`src/rtl/axi4_stream_demux_custom.sv`:
```
// axi4_stream_demux_custom: 1-to-2 AXI4-Stream packet router with one registered stage per output.
// Define AXIS_DEMUX_DROP_EN to drop packets whose target is disabled at SOP; by default they stall.
module axi4_stream_demux_custom #(
  parameter int TDATA_L   = 512,
  parameter int TUSER_L   = 81,
  parameter int TKEEP_L   = 16,
  parameter int ROUTE_BIT = 0
) (
  input  logic               clk,
  input  logic               rst_n,
  input  logic [1:0]         m_port_disable,
  input  logic [TDATA_L-1:0] axi_s0_tdata_i,
  input  logic [TUSER_L-1:0] axi_s0_tuser_i,
  input  logic               axi_s0_tlast_i,
  input  logic [TKEEP_L-1:0] axi_s0_tkeep_i,
  input  logic               axi_s0_tvalid_i,
  output logic               axi_s0_tready_o,
  output logic [TDATA_L-1:0] axi_m0_tdata_o,
  output logic [TUSER_L-1:0] axi_m0_tuser_o,
  output logic               axi_m0_tlast_o,
  output logic [TKEEP_L-1:0] axi_m0_tkeep_o,
  output logic               axi_m0_tvalid_o,
  input  logic               axi_m0_tready_i,
  output logic [TDATA_L-1:0] axi_m1_tdata_o,
  output logic [TUSER_L-1:0] axi_m1_tuser_o,
  output logic               axi_m1_tlast_o,
  output logic [TKEEP_L-1:0] axi_m1_tkeep_o,
  output logic               axi_m1_tvalid_o,
  input  logic               axi_m1_tready_i
);
`ifdef AXIS_DEMUX_DROP_EN
  typedef enum logic [1:0] {IDLE, FWD0, FWD1, DROP} state_t;
`else
  typedef enum logic [1:0] {IDLE, FWD0, FWD1} state_t;
`endif
  localparam int PW = TDATA_L + TUSER_L + 1 + TKEEP_L;
  state_t state_q, state_d;
  logic [PW-1:0] pay_q [2];
  logic [1:0] vld_q, rdy, free, wr;
  logic tgt, sop_dis, drop, acc;
  assign rdy  = {axi_m1_tready_i, axi_m0_tready_i};
  assign free = ~vld_q | rdy;
  always_comb begin
    tgt = state_q == FWD1 ? 1'b1 : state_q == FWD0 ? 1'b0 : axi_s0_tuser_i[ROUTE_BIT];
    sop_dis = state_q == IDLE & m_port_disable[tgt];
`ifdef AXIS_DEMUX_DROP_EN
    drop = sop_dis | state_q == DROP;
    axi_s0_tready_o = rst_n & (drop | free[tgt]);
`else
    drop = 1'b0;
    axi_s0_tready_o = rst_n & free[tgt] & ~sop_dis;
`endif
    acc = axi_s0_tvalid_i & axi_s0_tready_o;
    wr = acc & ~drop ? (tgt ? 2'b10 : 2'b01) : 2'b00;
    state_d = state_q;
    if (acc) state_d = axi_s0_tlast_i ? IDLE : state_q != IDLE ? state_q : tgt ? FWD1 : FWD0;
`ifdef AXIS_DEMUX_DROP_EN
    if (acc & sop_dis & ~axi_s0_tlast_i) state_d = DROP;
`endif
  end
  always_ff @(posedge clk)
    if (!rst_n) state_q <= IDLE;
    else state_q <= state_d;
  // Load on accept; otherwise a consumed beat simply empties the register.
  always_ff @(posedge clk)
    for (int k = 0; k < 2; k++)
      if (!rst_n) begin
        vld_q[k] <= 1'b0;
        pay_q[k] <= '0;
      end else if (wr[k]) begin
        vld_q[k] <= 1'b1;
        pay_q[k] <= {axi_s0_tdata_i, axi_s0_tuser_i, axi_s0_tlast_i, axi_s0_tkeep_i};
      end else if (rdy[k]) begin
        vld_q[k] <= 1'b0;
      end
  assign {axi_m0_tdata_o, axi_m0_tuser_o, axi_m0_tlast_o, axi_m0_tkeep_o} = pay_q[0];
  assign {axi_m1_tdata_o, axi_m1_tuser_o, axi_m1_tlast_o, axi_m1_tkeep_o} = pay_q[1];
  assign axi_m0_tvalid_o = vld_q[0];
  assign axi_m1_tvalid_o = vld_q[1];
endmodule

```
`config.mk`:
```
export PLATFORM = sky130hd
export DESIGN_NAME = axi4_stream_demux_custom
export DESIGN_NICKNAME = d
export VERILOG_FILES = /design/src/rtl/axi4_stream_demux_custom.sv
export SDC_FILE = /design/constraint.sdc
export NUM_CORES = 1
export LEC_CHECK = 0
export ABC_AREA = 0
export BUFFER_PORTS_ARGS = -buffer_cell sky130_fd_sc_hd__buf_4
export CORE_AREA = 3 3 706 708
export DETAILED_ROUTE_END_ITERATION = 6
export DIE_AREA = 0 0 709 711
export HOLD_SLACK_MARGIN = 0.15
export PLACE_DENSITY = 0.31
export SLEW_MARGIN = 20
export SYNTH_ARGS = -nofsm -noshare
export SYNTH_HDL_FRONTEND = slang
export SYNTH_SLANG_ARGS = --single-unit
```
`constraint.sdc`:
```
create_clock -name clk -period 22.8 [get_ports clk]
set_input_delay 1.14 -clock clk [delete_from_list [all_inputs] [get_ports clk]]
set_output_delay 1.14 -clock clk [all_outputs]
set_load 0.05 [all_outputs]
```
==> results of run 1 <==
layer usage:
metal	wire [µm]	track usage	up-vias
met2	162000	0.218	1727
met1	126000	0.139	15700
li1	-	-	13000
met5	1190	0	-
met3	45700	0.0832	627
met4	9730	0.0323	172
report_power, final:
| part | leakage (nW) | internal (W) | switching [W] |
|---|---|---|---|
| combinational | 13.0 | 0.000276 | 0.000831 |
| clock | 2.50 | 0.00149 | 0.00109 |
| sequential | 12.7 | 0.00264 | 0.0000579 |
layout make-up:
class | instances | area, µm²
Timing Repair Buffer | 1874 | 14100
Tap cell | 6500 | 8130
Multi-Input combinational cell | 1243 | 7830
Clock inverter | 79 | 825
Fill cell | 54900 | 421000
Inverter | 3 | 11.3
Antenna cell | 67 | 168
Clock buffer | 208 | 4330
Sequential cell | 1224 | 36700
kinds of logic after synthesis:
| family | Yosys count | synth area share |
|---|---|---|
| buffers and inverters | 139 | 0.0326 |
| AOI/OAI and AO/OA | 9 | 0.00158 |
| and+or+nand+nor | 1234 | 0.168 |
| DFF | 1224 | 0.798 |
stage by stage:
stage / instance area (µm²) / setup WS (ps) / utilization
5_1_grt: 72000 / 16260 / 0.146
2_1_floorplan: 46000 / 4800 / -
4_1_cts: 72000 / 16470 / 0.146
3_5_place_dp: 66800 / 15530 / 0.136
6_report: 72100 / 16560 / 0.146
3_3_place_gp: 66800 / 15500 / 0.136
worst max-delay path, stage by stage:
cell	delay, ps
buf_4	200
nand2b_1	400
a221o_2	320
nand4_1	190
nand2_4	530
buf_4	660
buf_4	690
buf_4	590
buf_4	680
buf_4	860
flip-flops by register name, summed over array words and instances (netlist names):
name     flops
pay_q     1220
state_q      2
vld_q        2
synth_stat cells (2+ instances only):
cell / n / area [µm²]
and2_1: 1220 / 7630
edfxtp_1: 1220 / 36600
buf_6: 130 / 1460
clkbuf_1: 5 / 18.8
dfxtp_1: 4 / 80.1
inv_1: 3 / 11.3
nand2b_1: 3 / 18.8
and3_1: 2 / 12.5
nand4_1: 2 / 12.5
o21ai_0: 2 / 10.0
final timing paths:
kind,slack [ps],cells past startpoint,startpoint,endpoint
hold / removal,580,2,axi_s0_tdata_i[109],pay_q[1][207]
setup reg to reg,16840,9,vld_q[0],pay_q[0][220]
setup / recovery,16560,10,axi_m0_tready_i,pay_q[0][220]
hold reg to reg,590,1,state_q[0],state_q[0]
==> results.md, run 1 <==
- The die outline height is approximately 710 µm.
- The net count after synthesis is 3223.
- Across all hold checks on the routed design, the worst slack comes to about 580 ps.
- Of all nets on the critical path, the largest fanout is 62.
- The worst setup path category is in2reg.
- The area of the core is around 500000 µm².
- For this run, the register share of the synthesized area comes to 0.798.
- For this run, asynchronously set or reset flops after synthesis account for 0.
- In the finished design, the share of the clock period the worst path needs comes to 0.274.
- The final weighted congestion of routability-driven global placement is around 0.93.
- The number of flops mapped to enable cells by yosys is roughly 1200.
- Summed over all layers, the global routing overflow is 0.
- The worst clock skew on the final layout is approximately 52 ps.
- Entering global routing, the biggest net connects 173 pins.
- From synthesis to final layout, the design area changed by 56.7%.
- In this run the tightest slew margin relative to its limit is 0.267.
- The post-detailed-route wirelength per cell is 30.8 µm.
- In the final timing run, aggregate negative setup slack is 0 ps.
- The remaining design rule violation count is 0.
- The netlist uses 25 different library cells.
- The via density per instance is around 2.8.
- The count of clock tree sinks is around 1200.
- The clock latency on the worst-skew pair is ~850 ps.
- The maximum clock insertion buffer count is 4.
- The flow ran to the end, and the final reports show no timing, DRC or antenna violations.
- In the layout the commonest cells are buf_4 (1869), and2_1 (1220), edfxtp_1 (1220), clkbuf_16 (167), clkbuf_1 (41).
- The routed design has roughly 340000 µm of wire.
- Data on the critical path arrives at its endpoint at 6690 ps.
- The number of placement rows is about 260.
- Setup violations remaining at the end of the flow were counted as 0.
- Subtracting the final worst setup slack from the clock period gives 6240 ps.
- The count of placed standard cells in the final layout, fillers left out is between 10000 and 15000.
- The via count of the first global-routing pass is approximately 32000.
- After synthesis the cells add up to 46000 µm².
- After the first detailed-routing iteration, the DRC count stood at about 2300.
- Clock tree synthesis inserted a total of approximately 170 buffers.
- For the pin with the worst max-slew slack, the measured transition is between 1000 and 1500 ps.
- For this configuration, the core starts out at a cell density of 0.0934.
- The post-CTS clock slew at the launch and capture registers of the worst setup and hold paths is roughly 60 ps.
- In this run the worst hold path is classified as in2reg.
- In this run the horizontal extent of the chip is between 700 and 800 µm.
- Dividing the synthesized area by the synthesized cell count gives ~18 µm².
- For this design the ratio of total power to cell area is 88.4 nW/µm².
- The number of hold buffers added after CTS was 0.
- The yosys synthesis warning count is 0.
- During I/O placement, the number of pins put on the boundary was ~1800.
- Once detail routing completed, the nets flagged for antenna violations numbered 0.
- The die covers between 500000 and 600000 µm².
- In this run, placement finished with an instance count of about 11000.
- The timing-limited maximum frequency is roughly 160 MHz.
- The number of antenna violations at the first check in global routing is 303.
- Buffers added to address setup during post-CTS repair amount to 0.
- Summed over all cells, the static leakage comes to about 28 nW.
- CTS built an H-tree with a depth of 4.
- The largest vdd supply drop is around 0.056 mV.
- Across the run, the number of max-cap violations was 0.
- The most instantiated flip-flop cell in the synthesis netlist is edfxtp_1.
- TritonCTS built the clock tree.
- In this run, synthesis produced a sequential element count of between 1000 and 1500.
- The number of search-and-repair iterations in the first detailed-routing pass is 4.
- Leaving out fill and tap cells, the most frequent cell in the layout is buf_4.
- The via count of the routed design is 31300.
- The count of final hold-check violations is 0.
- Across every metal layer, demand over resource in global routing totals 0.131.
- The library cell used as clock root buffer is clkbuf_16.
- Setup repair after global routing left no endpoint under its margin.
- The final count of pins violating max slew is 0.
- Input and output buffers added on the ports amount to approximately 1800.
- The wire-length estimate of the detail-placed layout is ~290000 µm.
- The share of final-layout standard cells stronger than drive strength 1 is 0.453.
- The number of nets in the layout is roughly 5100.
- The kind of capture point of the worst setup path is a flip-flop.
- Power comes to ~0.0064 W.
- The total of cells resized after clock tree synthesis is 0.
- The wire length of the first global-routing pass is between 400000 and 500000 µm.
- After technology mapping, the gate count stands at 2606.
- The critical path required time is around 23000 ps.
- The worst setup path is launched from an input pin.
No activity file was read; power rests on OpenSTA's default activity.
==> run 2, diff against run 1 <==
--- a/config.mk
+++ b/config.mk
@@ -7,9 +7,9 @@
 export LEC_CHECK = 0
 export ABC_AREA = 0
 export BUFFER_PORTS_ARGS = -buffer_cell sky130_fd_sc_hd__buf_4
-export CORE_AREA = 3 3 706 708
+export CORE_AREA = 3 3 723 725
 export DETAILED_ROUTE_END_ITERATION = 6
-export DIE_AREA = 0 0 709 711
+export DIE_AREA = 0 0 726 728
 export HOLD_SLACK_MARGIN = 0.15
 export PLACE_DENSITY = 0.31
 export SLEW_MARGIN = 20
==> constraint.sdc (replaced) <==
create_clock -name clk -period 5 [get_ports clk]
set_input_delay 0.25 -clock clk [delete_from_list [all_inputs] [get_ports clk]]
set_output_delay 0.25 -clock clk [all_outputs]
set_load 0.05 [all_outputs]
==> run 2 against run 1 <==
Sequential share of layout area is 5.0 points lower. Total power grew to 4.7 times the previous value. Combinational power grew to 5.3 times the previous value. Register-to-register slack worse by 15000 ps. Core utilization is 0.86 points higher. Clock-buffer cell count is 3 lower. Clock skew is 16 ps lower. Flip-flop and latch count stayed put. First-iteration DRC count is 0.91% higher. Critical path type unchanged. Routed wire length is 9.2% higher.
==> results.md, run 2 (same netlist as run 1, synthesis figures left out) <==
- The total area of multi-input combinational cells is 7850 µm² (was 7830 µm²).
- The flip-flop and latch area is 36700 µm² (about the same).
- The post-detailed-route count of antenna-violating nets is 0 (unchanged).
- The worst setup slack after placement is 1590 ps (was 15530 ps).
- The most frequent standard cell in the layout excluding fill and tap cells is buf_4 (unchanged).
- The number of buffers and inverters on the critical path is 3 (was 6).
- The CTS tree is yes (unchanged).
- The cell area power density was 377 nW/µm² (was 88.4 nW/µm²).
- The slew of the pin with the lowest slew margin is 1380 ps (was 1100 ps).
- The worst-case headroom to the max-slew limit came to 0.0806 (was 0.267).
- The launching element type of the critical path is an input pin (unchanged).
- The register-to-register setup slack is 1770 ps (was 16840 ps).
- Cells traversed along the worst timing path: dlygate4sd3_1 -> buf_4 -> nor3b_1 -> a221o_2 -> nor4b_4 -> nand2b_4 -> buf_12 (was buf_4 -> nand2b_1 -> a221o_2 -> nand4_1 -> nand2_4 -> buf_4 -> buf_4 -> buf_4 -> buf_4 -> buf_4).
- The least setup slack across all paths after layout is 1600 ps (was 16560 ps).
- The critical path required time is 5460 ps (was 23250 ps).
- The largest vdd supply drop is 0.263 mV (was 0.0562 mV).
- The type of the worst min-delay path is in2reg (unchanged).
- The effective utilization at floorplan is 0.0891 (was 0.0934).
- The share of the core filled with cells in the final layout came to 0.155 (was 0.146).
- The worst stage delay on the critical path came to 830 ps (was 860 ps).
- The worst-path cell with the longest stage delay is dlygate4sd3_1 (was buf_4).
- The static leakage is 31.4 nW (was 28.2 nW).
- The number of antenna violations at the first check in global routing is 389 (was 303).
- The maximum level of the CTS H-tree came to 4 (unchanged).
- The area growth from synthesis to layout is 74.0% (was 56.7%).
- The total global routing overflow was 0 (unchanged).
- The final weighted congestion of routability-driven global placement is 0.906 (was 0.925).
- The die outline height is 728 µm (was 711 µm).
- The total I/O pin count came to 1840 (unchanged).
- The area of the core came to 517000 µm² (was 493000 µm²).
- The count of clock tree sinks is 1224 (unchanged).
- The share of final-layout standard cells stronger than drive strength 1 was 0.403 (was 0.453).
- The count of buffers from port buffering is 1839 (unchanged).
- The post-CTS clock slew at the launch and capture registers of the worst setup and hold paths is 60 ps (about the same).
- Derived from the worst setup path, the maximum achievable clock frequency is 294 MHz.
- The maximum clock insertion buffer count came to 4 (unchanged).
- The count of final hold-check violations came to 0 (unchanged).
- The register with the most flip-flops was pay_q (unchanged).
- The via count of the routed design was 34900 (was 31300).
- The worst setup path category is in2reg (unchanged).
- The capturing point of the worst reg2reg path is pay_q[1][25] (was pay_q[0][220]).
- The chip width is 726 µm (was 709 µm).
- The final count of pins violating max slew is 0 (unchanged).
- The number of search-and-repair iterations in the first detailed-routing pass is 5 (was 4).
- Unrepaired setup endpoints after global routing: no (unchanged).
- The termination of the worst setup path is pay_q[1][25] (was pay_q[0][220]).
- The clock latency on the worst-skew pair is 830 ps (was 850 ps).
- The number of placement rows is 264 (was 258).
- The pin count of the biggest net entering global routing is 156 (was 173).
- The max-capacitance violation count is 0 (unchanged).
- The post-detailed-route wirelength per cell is 30.4 µm (was 30.8 µm).
- The overall die area was 529000 µm² (was 504000 µm²).
- The number of buffers created by CTS is 166 (was 165).
- The remaining design rule violation count came to 0 (unchanged).
- The HPWL after detailed placement is 319000 µm (was 292000 µm).
- The number of flip-flops under the largest register name is 1220 (unchanged).
- The via count of the first global-routing pass is 35600 (was 31700).
- The time the final worst path needs with I/O delays and setup is ~3400 ps.
- The timing startpoint of the critical path is axi_s0_tuser_i[0] (was axi_m0_tready_i).
- The worst clock skew on the final layout came to 35.9 ps (was 51.8 ps).
- The source of the worst hold timing path is axi_s0_tdata_i[2] (was axi_s0_tdata_i[109]).
- The wire length of the first global-routing pass came to 461000 µm (was 419000 µm).
- The library cell used as clock root buffer is clkbuf_16 (unchanged).
- The highest net fanout along the worst path is 122 (was 62).
- The source of the worst register-to-register timing path is state_q[0] (was vld_q[0]).
- The number of design-rule violations left by the first detailed-router iteration is 2318 (was 2297).
- The number of nets in the layout is 5832 (was 5128).
- The routed wire length is 377000 µm (was 345000 µm).
- The total of cells resized after clock tree synthesis is 0 (unchanged).
- The number of cells traversed by the worst register-to-register path is 5 (was 9).
- The kind of capture point of the worst setup path is a flip-flop (unchanged).
- The overall power consumption is 0.0302 W (was 0.00638 W).
- The worst endpoint data arrival time was 3860 ps (was 6690 ps).
- Most frequent cells in the layout: buf_4 (1893), and2_1 (1220), edfxtp_1 (1220), dlygate4sd3_1 (664), clkbuf_16 (167) (was buf_4 (1869), and2_1 (1220), edfxtp_1 (1220), clkbuf_16 (167), clkbuf_1 (41)).
- The via density per instance is 2.82 (was 2.79).
- The kind of cell with the highest combined delay on the critical path is buffers and inverters (unchanged).
- Run status: completed (unchanged).
- Of the available clock period, the critical path in the final layout requires 0.680.
- The setup-violating endpoint count in the final report is 0 (unchanged).
- The total global-route track usage is 0.137 (was 0.131).
- The layout filler cell count came to 57600 (was 54900).
- Registers with the most flip-flops: pay_q x1220, state_q x2, vld_q x2 (unchanged).
- The critical path depth in cells is 7 (was 10).
run 2: cell type report:
type / count / share of cell area
Tap cell: 6916 / 0.108
Clock buffer: 205 / 0.0543
Sequential cell: 1224 / 0.459
Multi-Input combinational cell: 1243 / 0.0980
Clock inverter: 89 / 0.0115
Antenna cell: 125 / 0.00391
Timing Repair Buffer: 2577 / 0.265
Inverter: 3 / 0.000141
run 2: worst min-delay path by stage:
stage | end | slack [ps] | cells after the start
final | pay_q[0][100] | 270 | 3
after global routing | pay_q[1][102] | 190 | 3
after CTS | pay_q[0][345] | 150 | 3
after detailed placement | state_q[0] | 520 | 1
after global placement | state_q[0] | 520 | 1
after floorplan | vld_q[0] | 450 | 2
run 2: through the flow:
step | instance area (µm²) | TNS (ps) | instances | hold WS (ps)
floorplan | 46100 | -688750 | 2606 | 445
global placement | 67800 | 0 | 11300 | 523
detailed placement | 67800 | 0 | 11300 | 520
CTS | 79800 | 0 | 12300 | 152
global route | 79900 | 0 | 12300 | 191
finish | 80100 | 0 | 12400 | 274
run 2: timing repair:
action / 4_1_cts / 5_1_grt
hold endpoints to repair: 1229 / 0
setup buffers: 0 / 0
hold buffers: 664 / 0
run 2: report_power, final:
| part | total, W | internal (W) | switching, W |
|---|---|---|---|
| sequential | 0.0123 | 0.0120 | 0.000267 |
| clock | 0.0120 | 0.00692 | 0.00507 |
| combinational | 0.00590 | 0.00165 | 0.00426 |
| total | 0.0302 | 0.0206 | 0.00959 |
run 2: tightest hold or removal path, cell delays in order:
cell	delay, ps
dlygate4sd3_1	530
buf_4	110
and2_1	110
run 2: layer usage:
metal	part of all wire	global-route usage	up-vias
met5	0.0031	0	-
met4	0.031	0.0342	174
met2	0.47	0.227	1877
met3	0.095	0.0577	777
met1	0.40	0.162	17600
li1	-	-	14600
==> run 3, diff against run 2 <==
==> constraint.sdc (replaced) <==
create_clock -name clk -period 2.8 [get_ports clk]
set_input_delay 0.14 -clock clk [delete_from_list [all_inputs] [get_ports clk]]
set_output_delay 0.14 -clock clk [all_outputs]
set_load 0.05 [all_outputs]
==> run 3 against run 2 <==
Non-clock buffer count is 266 higher. Critical path depth down 1. Total power grew 81%. Routed wire length down 2.4%. Critical endpoint is now pay_q[0][7]. Sequential power is 79% higher. Global-route usage down 0.35 points. Combinational power rose by 83%. Cell count is 2.2% higher. Largest power group unchanged. Clock power up 82%.
==> results.md, run 3 (same netlist as run 1, synthesis figures left out) <==
- Run status: completed (unchanged).
- The flip-flop and latch area was 36700 µm² (about the same).
- The share of final-layout standard cells stronger than drive strength 1 is 0.387 (was 0.403).
- The type of the worst min-delay path is in2reg (unchanged).
- The cell area power density is 657 nW/µm² (was 377 nW/µm²).
- The total global-route track usage is 0.133 (was 0.137).
- The post-detailed-route count of antenna-violating nets is 0 (unchanged).
- Timing would allow up to about 390 MHz.
- The pin count of the biggest net entering global routing is 124 (was 156).
- The final weighted congestion of routability-driven global placement is 0.878 (was 0.906).
- The final count of pins violating max slew is 0 (unchanged).
- The count of final hold-check violations is 0 (unchanged).
- The via count of the first global-routing pass is 36900 (was 35600).
- The static leakage is 32.6 nW (was 31.4 nW).
- The post-CTS clock slew at the launch and capture registers of the worst setup and hold paths is 60 ps (about the same).
- The number of antenna violations at the first check in global routing was 331 (was 389).
- The global routing met3 resource utilization came to 0.0571 (was 0.0577).
- The overall die area is 529000 µm² (unchanged).
- The number of cells traversed by the worst register-to-register path is 6 (was 5).
- Registers with the most flip-flops: pay_q x1220, state_q x2, vld_q x2 (unchanged).
- The post-CTS setup repair buffer count was 0 (unchanged).
- The library cell used as clock root buffer was clkbuf_16 (unchanged).
- The number of placement rows is 264 (unchanged).
- The source of the worst register-to-register timing path is state_q[0] (unchanged).
- The setup-violating endpoint count in the final report was 0 (unchanged).
- The share of the core filled with cells in the final layout is 0.161 (was 0.155).
- The layout filler cell count is 57500 (was 57600).
- The routed wire length is 368000 µm (was 377000 µm).
- The number of search-and-repair iterations in the first detailed-routing pass came to 5 (unchanged).
- The kind of capture point of the worst setup path is a flip-flop (unchanged).
- The maximum clock insertion buffer count is 4 (unchanged).
- The worst hold path stage count is 3 (unchanged).
- The largest vdd supply drop is 0.450 mV (was 0.263 mV).
- The hold-critical path endpoint is pay_q[1][378] (was pay_q[0][100]).
- The chip width is 726 µm (unchanged).
- The HPWL after detailed placement was 311000 µm (was 319000 µm).
- The count of clock tree sinks is 1224 (unchanged).
- The total area of multi-input combinational cells is 7850 µm² (unchanged).
- The global routing usage on met2 came to 0.225 (was 0.227).
- The cell area after placement is 68300 µm² (was 67800 µm²).
- The post-detailed-route wirelength per cell is 29.1 µm (was 30.4 µm).
- The area growth from synthesis to layout came to 80.4% (was 74.0%).
- The total I/O pin count came to 1840 (unchanged).
- The most frequent standard cell in the layout excluding fill and tap cells is buf_4 (unchanged).
- The maximum level of the CTS H-tree is 4 (unchanged).
- The total global routing overflow is 0 (unchanged).
- Subtracting the final worst setup slack from the clock period gives about 2600 ps.
- Unrepaired setup endpoints after global routing: no (unchanged).
- The least setup slack across all paths after layout came to 239 ps (was 1600 ps).
- The max-capacitance violation count is 0 (unchanged).
- The slew of the pin with the lowest slew margin is 786 ps (was 1380 ps).
- Most frequent cells in the layout: buf_4 (1895), and2_1 (1220), edfxtp_1 (1220), dlygate4sd3_1 (906), clkbuf_16 (172) (was buf_4 (1893), and2_1 (1220), edfxtp_1 (1220), dlygate4sd3_1 (664), clkbuf_16 (167)).
- The number of buffers created by CTS is 170 (was 166).
- The CTS tree is yes (unchanged).
- The count of buffers from port buffering is 1839 (unchanged).
- The worst setup slack after placement is 336 ps (was 1590 ps).
- The worst endpoint data arrival time is 3240 ps (was 3860 ps).
- The number of nets in the layout came to 6102 (was 5832).
- The via density per instance is 2.81 (was 2.82).
- The remaining design rule violation count is 0 (unchanged).
- The register with the most flip-flops is pay_q (unchanged).
- The number of design-rule violations left by the first detailed-router iteration is 2541 (was 2318).
- Dividing the final minimum period by the clock period gives 0.915.
- The design area is 83000 µm² (was 80100 µm²).
- The clock latency on the worst-skew pair is 870 ps (was 830 ps).
- The area of the core is 517000 µm² (unchanged).
- The source of the worst hold timing path was axi_s0_tdata_i[280] (was axi_s0_tdata_i[2]).
- The die outline height is 728 µm (unchanged).
- The worst-case headroom to the max-slew limit came to 0.474 (was 0.0806).
- The peak-usage layer in the global routing report was met2 (unchanged).
- The wire length of the first global-routing pass was 452000 µm (was 461000 µm).
- The worst setup path category is reg2reg (was in2reg).
- The effective utilization at floorplan was 0.0891 (unchanged).
- The capturing point of the worst reg2reg path is pay_q[0][7] (was pay_q[1][25]).
- The via count of the routed design is 35500 (was 34900).
- The launching element type of the critical path is a flip-flop (was input pin).
- The number of flip-flops under the largest register name is 1220 (unchanged).
- The worst clock skew on the final layout is 80.1 ps (was 35.9 ps).
- The met1 usage came to 0.156 (was 0.162).
- The register-to-register setup slack is 240 ps (was 1770 ps).
- The critical path required time is 3480 ps (was 5460 ps).
- The highest net fanout along the worst path came to 10 (was 122).
==> run 3: report_power, final <==
| group | total, W | switching (W) | internal [W] |
|---|---|---|---|
| Combinational | 0.0108 | 0.00755 | 0.00324 |
| Clock | 0.0218 | 0.00922 | 0.0125 |
| Sequential | 0.0220 | 0.000513 | 0.0215 |
| Total | 0.0545 | 0.0173 | 0.0373 |
==> run 3: routing by layer <==
| layer | part of all wire | wire, µm |
|---|---|---|
| met4 | 0.025 | 9100 |
| met1 | 0.40 | 146000 |
| met5 | 0.0030 | 1120 |
| met2 | 0.48 | 175000 |
| met3 | 0.099 | 36400 |
==> run 3: metrics by stage <==
step | hold WS (ps) | TNS [ps] | total power, W | cells
detailed placement | 431 | 0 | 0.0319 | 11300
global placement | 424 | 0 | 0.0319 | 11300
global route | 187 | 0 | 0.0565 | 12600
floorplan | 338 | -3724100 | 0.0274 | 2606
finish | 246 | 0 | 0.0545 | 12700
CTS | 150 | 0 | 0.0557 | 12500
==> run 3: worst max-delay path: stages, from the launching register on <==
cell and delay (ps):
dfxtp_2 350, and2b_1 230, o21ai_0 330, and4_4 330, buf_12 190, dlygate4sd3_1 780, and2_1 190
==> run 3: what timing repair did <==
| item | 4_1_cts | 5_1_grt |
|---|---|---|
| gates resized for setup | 0 | 0 |
| hold buffers | 906 | 0 |
| hold endpoints to repair | 1333 | 0 |
| setup endpoints to repair | 0 | 0 |
==> run 3: final cells by class <==
type | count | area share
diodes | 119 | 0.00359
clock buffers | 213 | 0.0537
clock inverters | 89 | 0.0110
inverters | 3 | 0.000136
multi-input cells | 1243 | 0.0945
flip-flops and latches | 1224 | 0.442
well taps | 6916 | 0.104
repair buffers | 2843 | 0.291
==> run 3: how the worst max path moves through the flow <==
stage / from / slack (ps) / to
floorplan: state_q[0] / -3370 / pay_q[1][0]
global placement: state_q[0] / 230 / pay_q[0][387]
detailed placement: state_q[0] / 340 / pay_q[0][356]
CTS: vld_q[0] / 250 / pay_q[0][7]
global route: state_q[0] / 120 / pay_q[0][7]
finish: state_q[0] / 240 / pay_q[0][7]
